**config.mk**
```make
export PLATFORM = sky130hd
export DESIGN_NAME = uart_mmio
export DESIGN_NICKNAME = d
export VERILOG_FILES = /design/src/rtl/uart_mmio_pkg.sv /design/src/rtl/uart_rx_deser.sv /design/src/rtl/uart_mmio.sv
export SDC_FILE = /design/constraint.sdc
export NUM_CORES = 1
export LEC_CHECK = 0
export BUFFER_PORTS_ARGS = -buffer_cell sky130_fd_sc_hd__buf_2
export CAP_MARGIN = 20
export CORE_MARGIN = 8
export CORE_UTILIZATION = 39
export CTS_BUF_LIST = sky130_fd_sc_hd__clkbuf_8
export CTS_CLUSTER_SIZE = 12
export DETAILED_ROUTE_END_ITERATION = 6
export GPL_TIMING_DRIVEN = 0
export PLACE_DENSITY = 0.68
export REMOVE_ABC_BUFFERS = 1
export SETUP_SLACK_MARGIN = 0.2
export SYNTH_ARGS = -nofsm -noshare
export SYNTH_HDL_FRONTEND = slang
export SYNTH_SLANG_ARGS = --single-unit
```
**constraint.sdc**
```tcl
create_clock -name clk -period 5.9 [get_ports clk]
set_input_delay 1.18 -clock clk [delete_from_list [all_inputs] [get_ports clk]]
set_output_delay 1.18 -clock clk [all_outputs]
set_load 0.1 [all_outputs]
```
**src/rtl/uart_mmio_pkg.sv**
```systemverilog
// uart_mmio_pkg
// Shared UART definitions for the MMIO window at address nibble 4'b0101.
// Holds the register map, the supported line rates, the control word
// layout, the frame state enum shared by the TX and RX state machines, and
// the divider helper that turns a clock frequency and line rate into
// clock cycles per bit.
package uart_mmio_pkg;

  localparam int unsigned UART_SIZE = 12;

  typedef enum logic [1:0] {
    UART_CTRL = 2'd0,
    UART_RX   = 2'd1,
    UART_TX   = 2'd2
  } uart_addr_t;

  typedef enum int unsigned {
    BR_9600   = 9600,
    BR_19200  = 19200,
    BR_57600  = 57600,
    BR_115200 = 115200,
    BR_921600 = 921600
  } uart_baud_rate_t;

  typedef struct packed {
    logic [29:0] reserved;
    logic        rx_valid;
    logic        tx_ready;
  } uart_ctrl_t;

  typedef enum logic [1:0] {
    UART_IDLE,
    UART_START,
    UART_DATA,
    UART_STOP
  } uart_frame_state_t;

  // Rounded-to-nearest clock cycles per bit.
  function automatic int unsigned uartDiv(input int unsigned clkHz,
                                          input int unsigned baud);
    return (clkHz + baud / 2) / baud;
  endfunction

endpackage

```
**src/rtl/uart_rx_deser.sv**
```systemverilog
// uart_rx_deser
// 8N1 receiver: synchronises the asynchronous serial line, validates the
// start bit at half a bit period, samples each data bit and the stop bit
// in the middle of its period and reports the completed frame.
// Ports:
//   clk_i      core clock
//   rst_ni     active-low asynchronous reset
//   rx_i       raw serial input (asynchronous to clk_i)
//   done_o     one-cycle pulse on the stop sample edge when the stop bit is 1
//   frameErr_o one-cycle pulse on the stop sample edge when the stop bit is 0
//   byte_o     received byte, valid while done_o is high
module uart_rx_deser
  import uart_mmio_pkg::*;
#(
  parameter int unsigned DIV = 8
) (
  input  logic       clk_i,
  input  logic       rst_ni,
  input  logic       rx_i,
  output logic       done_o,
  output logic       frameErr_o,
  output logic [7:0] byte_o
);

  localparam int unsigned CW = $clog2(DIV) + 1;
  localparam logic [CW-1:0] BIT_LAST  = CW'(DIV - 1);
  localparam logic [CW-1:0] HALF_LAST = CW'(DIV / 2 - 1);
  localparam logic [CW-1:0] CNT_ONE   = CW'(1);

  logic [1:0]        sync_q;
  logic              rxPrev_q;
  logic              rxS;
  logic              rxFall;
  uart_frame_state_t state_q, state_d;
  logic [CW-1:0]     cnt_q, cnt_d;
  logic [2:0]        bitIdx_q, bitIdx_d;
  logic [7:0]        shift_q, shift_d;

  assign rxS    = sync_q[1];
  assign rxFall = rxPrev_q & ~rxS;
  assign byte_o = shift_q;

  // Synchroniser resets to the idle-high line level so that releasing
  // reset never looks like a start edge.
  always_ff @(posedge clk_i or negedge rst_ni) begin
    if (!rst_ni) begin
      sync_q   <= 2'b11;
      rxPrev_q <= 1'b1;
      state_q  <= UART_IDLE;
      cnt_q    <= '0;
      bitIdx_q <= '0;
      shift_q  <= '0;
    end else begin
      sync_q   <= {sync_q[0], rx_i};
      rxPrev_q <= rxS;
      state_q  <= state_d;
      cnt_q    <= cnt_d;
      bitIdx_q <= bitIdx_d;
      shift_q  <= shift_d;
    end
  end

  // The start bit is re-checked half a bit after the edge; from then on
  // every sample is a full bit period apart, landing mid-bit. Data bits
  // shift in from the top so bit 0 ends up in shift_q[0].
  always_comb begin
    state_d    = state_q;
    cnt_d      = cnt_q;
    bitIdx_d   = bitIdx_q;
    shift_d    = shift_q;
    done_o     = 1'b0;
    frameErr_o = 1'b0;
    case (state_q)
      UART_IDLE: begin
        cnt_d = '0;
        if (rxFall) begin
          state_d = UART_START;
          cnt_d   = HALF_LAST;
        end
      end
      UART_START: begin
        if (cnt_q == '0) begin
          if (rxS) begin
            state_d = UART_IDLE;
            cnt_d   = '0;
          end else begin
            state_d  = UART_DATA;
            cnt_d    = BIT_LAST;
            bitIdx_d = '0;
          end
        end else begin
          cnt_d = cnt_q - CNT_ONE;
        end
      end
      UART_DATA: begin
        if (cnt_q == '0) begin
          shift_d = {rxS, shift_q[7:1]};
          cnt_d   = BIT_LAST;
          if (bitIdx_q == 3'd7) begin
            state_d = UART_STOP;
          end else begin
            bitIdx_d = bitIdx_q + 3'd1;
          end
        end else begin
          cnt_d = cnt_q - CNT_ONE;
        end
      end
      UART_STOP: begin
        if (cnt_q == '0) begin
          state_d    = UART_IDLE;
          cnt_d      = '0;
          done_o     = rxS;
          frameErr_o = ~rxS;
        end else begin
          cnt_d = cnt_q - CNT_ONE;
        end
      end
      default: begin
        state_d = UART_IDLE;
        cnt_d   = '0;
      end
    endcase
  end

endmodule

```
**src/rtl/uart_mmio.sv**
```systemverilog
// uart_mmio
// Memory-mapped 8N1 UART with a three-register window {ctrl, rx_data,
// tx_data}. Contains the register decode and the TX serializer; the
// receiver lives in uart_rx_deser.
// Ports:
//   clk, rst_n          core clock, asynchronous active-low reset
//   req_valid/req_ready request handshake (always ready)
//   req_we/addr/wdata   request type, byte offset, write data
//   rsp_valid/rsp_data  read response, one cycle after the read is accepted
//   uart_rx_i           serial input, asynchronous to clk
//   uart_tx_o           serial output, idle high
module uart_mmio
  import uart_mmio_pkg::*;
#(
  parameter int unsigned     CLK_FREQ_HZ = 100_000_000,
  parameter uart_baud_rate_t BAUD_RATE   = BR_115200
) (
  input  logic        clk,
  input  logic        rst_n,
  input  logic        req_valid,
  output logic        req_ready,
  input  logic        req_we,
  input  logic [3:0]  req_addr,
  input  logic [31:0] req_wdata,
  output logic        rsp_valid,
  output logic [31:0] rsp_data,
  input  logic        uart_rx_i,
  output logic        uart_tx_o
);

  localparam int unsigned DIV = uartDiv(CLK_FREQ_HZ, BAUD_RATE);
  localparam int unsigned CW  = $clog2(DIV) + 1;
  localparam logic [CW-1:0] BIT_LAST = CW'(DIV - 1);
  localparam logic [CW-1:0] CNT_ONE  = CW'(1);

  if (DIV < 4) begin : gDivTooSmall
    $error("uart_mmio: baud divider must be at least 4 clock cycles per bit");
  end

  logic [1:0]        rstSync_q;
  logic              rstnInt;
  uart_frame_state_t txState_q, txState_d;
  logic [CW-1:0]     txCnt_q, txCnt_d;
  logic [2:0]        txBitIdx_q, txBitIdx_d;
  logic [7:0]        txByte_q, txByte_d;
  logic              txOut_q, txOut_d;
  logic              txReady_q, txReady_d;
  logic [7:0]        rxByte_q, rxByte_d;
  logic              rxValid_q, rxValid_d;
  logic              rspValid_d;
  logic [31:0]       rspData_d;
  logic              rspValid_q;
  logic [31:0]       rspData_q;
  logic              txWrite;
  logic              rxRead;
  logic              rxDone;
  logic              rxFrameErr;
  logic [7:0]        rxByteNew;
  logic [31:0]       readData;
  uart_ctrl_t        ctrlWord;
  logic              unusedBits;

  assign req_ready = 1'b1;
  assign rsp_valid = rspValid_q;
  assign rsp_data  = rspData_q;
  assign uart_tx_o = txOut_q;
  assign rstnInt   = rstSync_q[1];

  assign unusedBits = ^{req_addr[1:0], req_wdata[31:8], rxFrameErr};

  // Reset asserts everywhere the moment rst_n falls but releases two
  // clocks later, in step with clk.
  always_ff @(posedge clk or negedge rst_n) begin
    if (!rst_n) begin
      rstSync_q <= 2'b00;
    end else begin
      rstSync_q <= {rstSync_q[0], 1'b1};
    end
  end

  uart_rx_deser #(
    .DIV(DIV)
  ) uRxDeser (
    .clk_i     (clk),
    .rst_ni    (rstnInt),
    .rx_i      (uart_rx_i),
    .done_o    (rxDone),
    .frameErr_o(rxFrameErr),
    .byte_o    (rxByteNew)
  );

  // A TX write only lands while the serializer is idle; writes arriving
  // while busy, including on the cycle tx_ready re-asserts, are dropped.
  assign txWrite = req_valid & req_we & (req_addr[3:2] == UART_TX) & txReady_q;
  assign rxRead  = req_valid & ~req_we & (req_addr[3:2] == UART_RX);

  assign ctrlWord = '{reserved: '0, rx_valid: rxValid_q, tx_ready: txReady_q};

  always_comb begin
    readData = '0;
    case (req_addr[3:2])
      UART_CTRL: readData = ctrlWord;
      UART_RX:   readData = {24'b0, rxByte_q};
      default:   readData = '0;
    endcase
  end

  // A completed frame wins over a same-cycle RX read: the read returns the
  // old byte while the new byte is stored and rx_valid stays set.
  always_comb begin
    rspValid_d = req_valid & ~req_we;
    rspData_d  = rspValid_d ? readData : rspData_q;
    rxByte_d   = rxDone ? rxByteNew : rxByte_q;
    rxValid_d  = rxDone ? 1'b1 : (rxRead ? 1'b0 : rxValid_q);
  end

  // Serializer: every bit, start and stop included, is held for DIV cycles.
  // The line register updates on the accept edge so the start bit begins
  // the following cycle.
  always_comb begin
    txState_d  = txState_q;
    txCnt_d    = txCnt_q;
    txBitIdx_d = txBitIdx_q;
    txByte_d   = txByte_q;
    txOut_d    = txOut_q;
    txReady_d  = txReady_q;
    case (txState_q)
      UART_IDLE: begin
        txCnt_d = '0;
        if (txWrite) begin
          txState_d = UART_START;
          txCnt_d   = BIT_LAST;
          txByte_d  = req_wdata[7:0];
          txOut_d   = 1'b0;
          txReady_d = 1'b0;
        end
      end
      UART_START: begin
        if (txCnt_q == '0) begin
          txState_d  = UART_DATA;
          txCnt_d    = BIT_LAST;
          txBitIdx_d = '0;
          txOut_d    = txByte_q[0];
        end else begin
          txCnt_d = txCnt_q - CNT_ONE;
        end
      end
      UART_DATA: begin
        if (txCnt_q == '0) begin
          txCnt_d = BIT_LAST;
          if (txBitIdx_q == 3'd7) begin
            txState_d = UART_STOP;
            txOut_d   = 1'b1;
          end else begin
            txBitIdx_d = txBitIdx_q + 3'd1;
            txOut_d    = txByte_q[txBitIdx_q + 3'd1];
          end
        end else begin
          txCnt_d = txCnt_q - CNT_ONE;
        end
      end
      UART_STOP: begin
        if (txCnt_q == '0) begin
          txState_d = UART_IDLE;
          txCnt_d   = '0;
          txReady_d = 1'b1;
        end else begin
          txCnt_d = txCnt_q - CNT_ONE;
        end
      end
      default: begin
        txState_d = UART_IDLE;
        txCnt_d   = '0;
        txOut_d   = 1'b1;
        txReady_d = 1'b1;
      end
    endcase
  end

  always_ff @(posedge clk or negedge rstnInt) begin
    if (!rstnInt) begin
      txState_q  <= UART_IDLE;
      txCnt_q    <= '0;
      txBitIdx_q <= '0;
      txByte_q   <= '0;
      txOut_q    <= 1'b1;
      txReady_q  <= 1'b1;
      rxByte_q   <= '0;
      rxValid_q  <= 1'b0;
      rspValid_q <= 1'b0;
      rspData_q  <= '0;
    end else begin
      txState_q  <= txState_d;
      txCnt_q    <= txCnt_d;
      txBitIdx_q <= txBitIdx_d;
      txByte_q   <= txByte_d;
      txOut_q    <= txOut_d;
      txReady_q  <= txReady_d;
      rxByte_q   <= rxByte_d;
      rxValid_q  <= rxValid_d;
      rspValid_q <= rspValid_d;
      rspData_q  <= rspData_d;
    end
  end

endmodule

```
Word level (Yosys, flattened, before mapping)
Cells that the tools add are included.
Cells by class
  magnitude comparators: 1
  multipliers: 0
  reductions and logical operators: 19
  equality and inequality tests: 23
  add/sub/neg operators: 4
  div/mod/pow operators: 0
  bitwise logic cells: 8
  muxes and demuxes: 46
  shifts and indexed selects: 0
Operators by type and width (number)
  two-way mux 11 bit: 5
  one-hot mux 11 bit (4 select lines): 1
  one-hot mux 11 bit (3 select lines): 1
  logical NOT 11 bit: 2
  two-way mux 2 bit: 11
  subtractor 11 x 1 -> 11 bit, second input constant: 2
  two-way mux 3 bit: 7
  two-way mux 10 bit: 2
  != test 2 bit, second input constant: 8
  one-hot mux 2 bit (4 select lines): 2
  one-hot mux 8 bit (2 select lines): 1
  AND reduction 5 bit: 3
  one-hot mux 3 bit (2 select lines): 2
  == test 2 bit, second input constant: 5
  two-way mux 1 bit: 10
  != test 2 x 1 -> 1 bit, second input constant: 5
  two-way mux 9 bit: 1
  AND reduction 4 bit: 2
  nonzero test 2 bit: 4
  adder 3 x 1 -> 3 bit, second input constant: 2
  AND 1 bit: 6
  == test 2 x 1 -> 1 bit, second input constant: 3
  == test 3 bit, second input constant: 2
  logical NOT 2 bit: 3
  other kinds (9): 11
Storage, ports and cells
  input port bits: 41
  word-level logic and storage cells: 118
  memory bits (writable): 0
  output and inout port bits: 35
  flip-flop bits (word level): 97
  bits in read-only memories: 0
  latch bits: 0
  memories: 0

Logic depth before layout (Yosys ltp)
  depth in word-level cells: 6
  mapped depth: 7
  depth with buffers taken out: 6

Cells and area by module
A second synthesis with hierarchy kept.
Unflattened totals
  cells, all modules: 345
  area, all modules: 3623.5 sq um
Modules (own cells, without submodules)
  uart_mmio: area an instance 2357.3 sq um, cells each 233, times used 1, seq. area each 1153.6 sq um
  uart_rx_deser: area an instance 1266.2 sq um, cells each 112, times used 1, seq. area each 679.4 sq um

Worst setup path before layout
OpenSTA, ideal clock, no wires.
  kind: input to register
  from: in req_valid
  to: reg txByte_q[4]
  buffers on the path: 1
  required time: 5.775 ns
  setup slack: 3.595 ns
  stages on the path: 4
  data arrival time: 2.180 ns
  library setup time: 0.125 ns
  path through: and4_1 -> nand3_1 -> clkbuf_1 -> mux2_2
On the way
  cells in the longest elaborated chain, start to end: 4
RTL lines
  start, declared: line uart_mmio.sv:20  | input logic req_valid,
  AND 1 bit (3 in a row): line uart_mmio.sv:94  | assign txWrite = req_valid & req_we & (req_addr[3:2] == UART_TX) & txReady_q;
  AND reduction 2 bit (no source line)
  end signal, assigned: line uart_mmio.sv:196  | txByte_q <= txByte_d;
  end, declared: line uart_mmio.sv:45  | logic [7:0] txByte_q, txByte_d;
Every way passes these cells.
A chain may end at the register's enable or synchronous reset.

Final worst setup path
  from: reg uRxDeser.cnt_q[0]
  to: reg rxByte_q[1]
On the way
  cells in the longest elaborated chain, start to end: 3
RTL lines
  start, declared: line uart_rx_deser.sv:35  | logic [CW-1:0] cnt_q, cnt_d;
  start signal, assigned: line uart_rx_deser.sv:57  | cnt_q <= cnt_d;
  logical NOT 11 bit: line uart_rx_deser.sv:109  | if (cnt_q == '0) begin
  two-way mux 1 bit: line uart_rx_deser.sv:109
  two-way mux 1 bit: line uart_rx_deser.sv:73  | case (state_q)
  end signal, assigned: line uart_mmio.sv:199  | rxByte_q <= rxByte_d;
  end, declared: line uart_mmio.sv:48  | logic [7:0] rxByte_q, rxByte_d;
Every way passes these cells.

==> out/metrics.csv <==
metric;value;unit
Flop pwr share;41.1;%
GPL Wtd Cong;0.803;
crit end category;flip-flop;
antenna viol nets, final;0;
DRC viols;0;
critical path peak fanout;10;
Placed Cells;476;
area delta synth->final;10.1;%
Max Cap Violations;0;
layout cell share with drive strength beyond 1;21.2;%
# H-tree levels;3;
Avg WL per Cell;13.7;µm
Post-CTS Setup Bufs;0;
Synth Area per Inst;11.2;µm²
Setup TNS Final;0;ns
most frequent cells in the layout;dfrtp_1, conb_1, mux2_2, buf_2, nor2_1;
dpl hpwl;4800;µm
Final setup violation count;0;
1st-iter DRT viols;91;
Arr. time, crit path;2.90;ns
drt total wl;6740;µm
Post-synth EDFFs;0;
initial antenna violation count;0;
Yosys reg bits;73;
Worst R2R Path Depth;6;
CTS clk-pin slew, worst paths;0.08;ns
register area share after synthesis;49.4;%
Static Leak;1.95;nW
PortBufs;24;
nets;416;
Logic pwr share;28.1;%
full die area;12900;µm²
Worst Hold Depth;0;
Final Non-Filler Cells;493;
Ports;76;
final count of pins violating max slew;0;
Slew Limit Headroom;39.5;%
startpoint types;flip-flop;
cts hold-fix bufs;0;
post-layout minimum cycle time;2.67;ns
Synth Warn #;0;
first-pass GRT wire length;11400;µm
Root Buffer;clkbuf_8;
die height;114;µm
Reg area;1840;µm²
pin count of the biggest net entering global routing;72;
fill cell count;869;
commonest non-fill, non-tap cell in the layout;dfrtp_1;
gr usage total;10.8;%
CTS tree;built;
clock power share;30.8;%
RSZ-0062 raised after global routing;false;
max frequency;375;MHz
via/cell ratio;4.97;
Max clock buf depth;2;
Sw Ratio;36.5;%
final hold vios;0;
Yosys cell types;52;
Core ar.;9240;µm²
vias;2452;
pwr dens;352;nW/µm²
Post-synth top flop;dfrtp_1;
Multi-input gate area;1670;µm²
status;finished, final reports clean;
clock skew;0.00545;ns
worst min-delay path category;flip-flop to flip-flop;
Worst-Margin Slew;0.907;ns
vias in the first global route;2479;
kind of critical path;flip-flop to flip-flop;
CTS sink cnt;73;
Tot Pwr;1.44;mW
Starting Density;40.2;%
Net Switching;525;µW
Synth Cell Area;3710;µm²
Clk Latency, worst-skew pair;0.35;ns
internal power;913;µW
DRT Pass-1 Iters;4;
Rows;35;
GR Overflow Total;0;
ys async rst share;100;%
CTS resizes;0;
Worst EP required;6.13;ns
Max VDD drop;0.149;mV
Mapped Cells;332;
chip width;114;µm
antenna cells;0;
final period utilization;45.2;%
total CTS buffers;9;
==> cell usage after synthesis, types with 7 or more instances <==
cell type | instances | area (µm²)
nor2_1 | 22 | 82.6
mux2_2 | 24 | 270
o21ai_0 | 15 | 75.1
inv_1 | 16 | 60.1
o211ai_1 | 7 | 52.6
nand2_1 | 11 | 41.3
dfrtp_1 | 68 | 1700
xnor2_1 | 8 | 70.1
nand3_1 | 9 | 45.0
buf_4 | 25 | 188
ha_1 | 16 | 200
mux2i_1 | 7 | 70.1
nor3_1 | 10 | 50.1
==> final cells by class <==
cell class              instances  area share (%)
inverters                      16            1.47
flip-flops and latches         73            44.9
multi-input cells             234            41.0
repair buffers                 25            3.12
clock buffers                   9            3.03
well taps                     129            3.95
clock inverters                 7            2.51
==> power by group through the flow <==
stage / logic (mW) / clock network [mW] / registers (mW)
6_report: 0.404 / 0.443 / 0.591
5_1_grt: 0.446 / 0.479 / 0.601
4_1_cts: 0.406 / 0.459 / 0.591
3_5_place_dp: 0.404 / 0 / 0.601
3_3_place_gp: 0.397 / 0 / 0.598
2_1_floorplan: 0.324 / 0 / 0.603
==> cells by family after synthesis <==
logic type / count (synthesis) / synth area share [%]
XOR/XNOR: 11 / 2.60
flip-flops: 73 / 49.4
adder cells (fa/ha/maj): 16 / 5.39
other: 2 / 0.202
AND/OR/NAND/NOR: 86 / 12.7
buffers and inverters: 49 / 7.92
AO/OA/AOI/OAI: 63 / 12.0
multiplexers: 32 / 9.78
==> worst max-delay path, stage by stage, from the launching register on <==
cell and delay [ns]:
dfrtp_1 0.40, inv_1 0.08, ha_1 0.19, or4b_1 0.51
nor4_4 0.46, and3_1 0.51, mux2_2 0.39
==> layer usage <==
layer | share of wire, % | vias up | GRT usage (%)
met5 | 0 | - | 0
met1 | 44 | 1213 | 12.2
met4 | 1.4 | 0 | 4.26
met3 | 5.1 | 9 | 3.54
met2 | 50 | 38 | 18.5
li1 | - | 1192 | -
==> worst paths after layout <==
kind | start | to | slack (ns)
worst max-delay path | uRxDeser.cnt_q[0] | rxByte_q[1] | 3.23
worst min-delay path | rstSync_q[0] | rstSync_q[1] | 0.35
worst max register to register | uRxDeser.cnt_q[0] | rxByte_q[1] | 3.23
worst min register to register | rstSync_q[0] | rstSync_q[1] | 0.35
max in group asynchronous | rstSync_q[1] | uRxDeser.cnt_q[8] | 4.84
min in group asynchronous | rstSync_q[1] | uRxDeser.cnt_q[5] | 0.46
==> through the flow <==
step | area (µm²) | util, % | hold slack (ns) | worst slack [ns]
2_1_floorplan | 3570 | - | 0.331 | 3.57
3_3_place_gp | 3850 | 41.7 | 0.337 | 2.92
3_5_place_dp | 3850 | 41.7 | 0.338 | 3.10
4_1_cts | 4080 | 44.1 | 0.356 | 3.07
5_1_grt | 4090 | 44.2 | 0.368 | 3.07
6_report | 4090 | 44.2 | 0.353 | 3.23
==> sequential cells by signal, summed over array words and instances (netlist names), named ones only <==
signal	flops
uRxDeser.state_q	1
rxValid_q	1
txBitIdx_q	3
txCnt_q	11
uRxDeser.rxPrev_q	1
rstSync_q	2
rxByte_q	8
uRxDeser.sync_q	2
txReady_q	1
txByte_q	8
uRxDeser.cnt_q	11
rsp_valid	1
uart_tx_o	1
txState_q	2
rsp_data	8
uRxDeser.bitIdx_q	3
uRxDeser.byte_o	8
No activity file was read; power rests on OpenSTA's default activity.
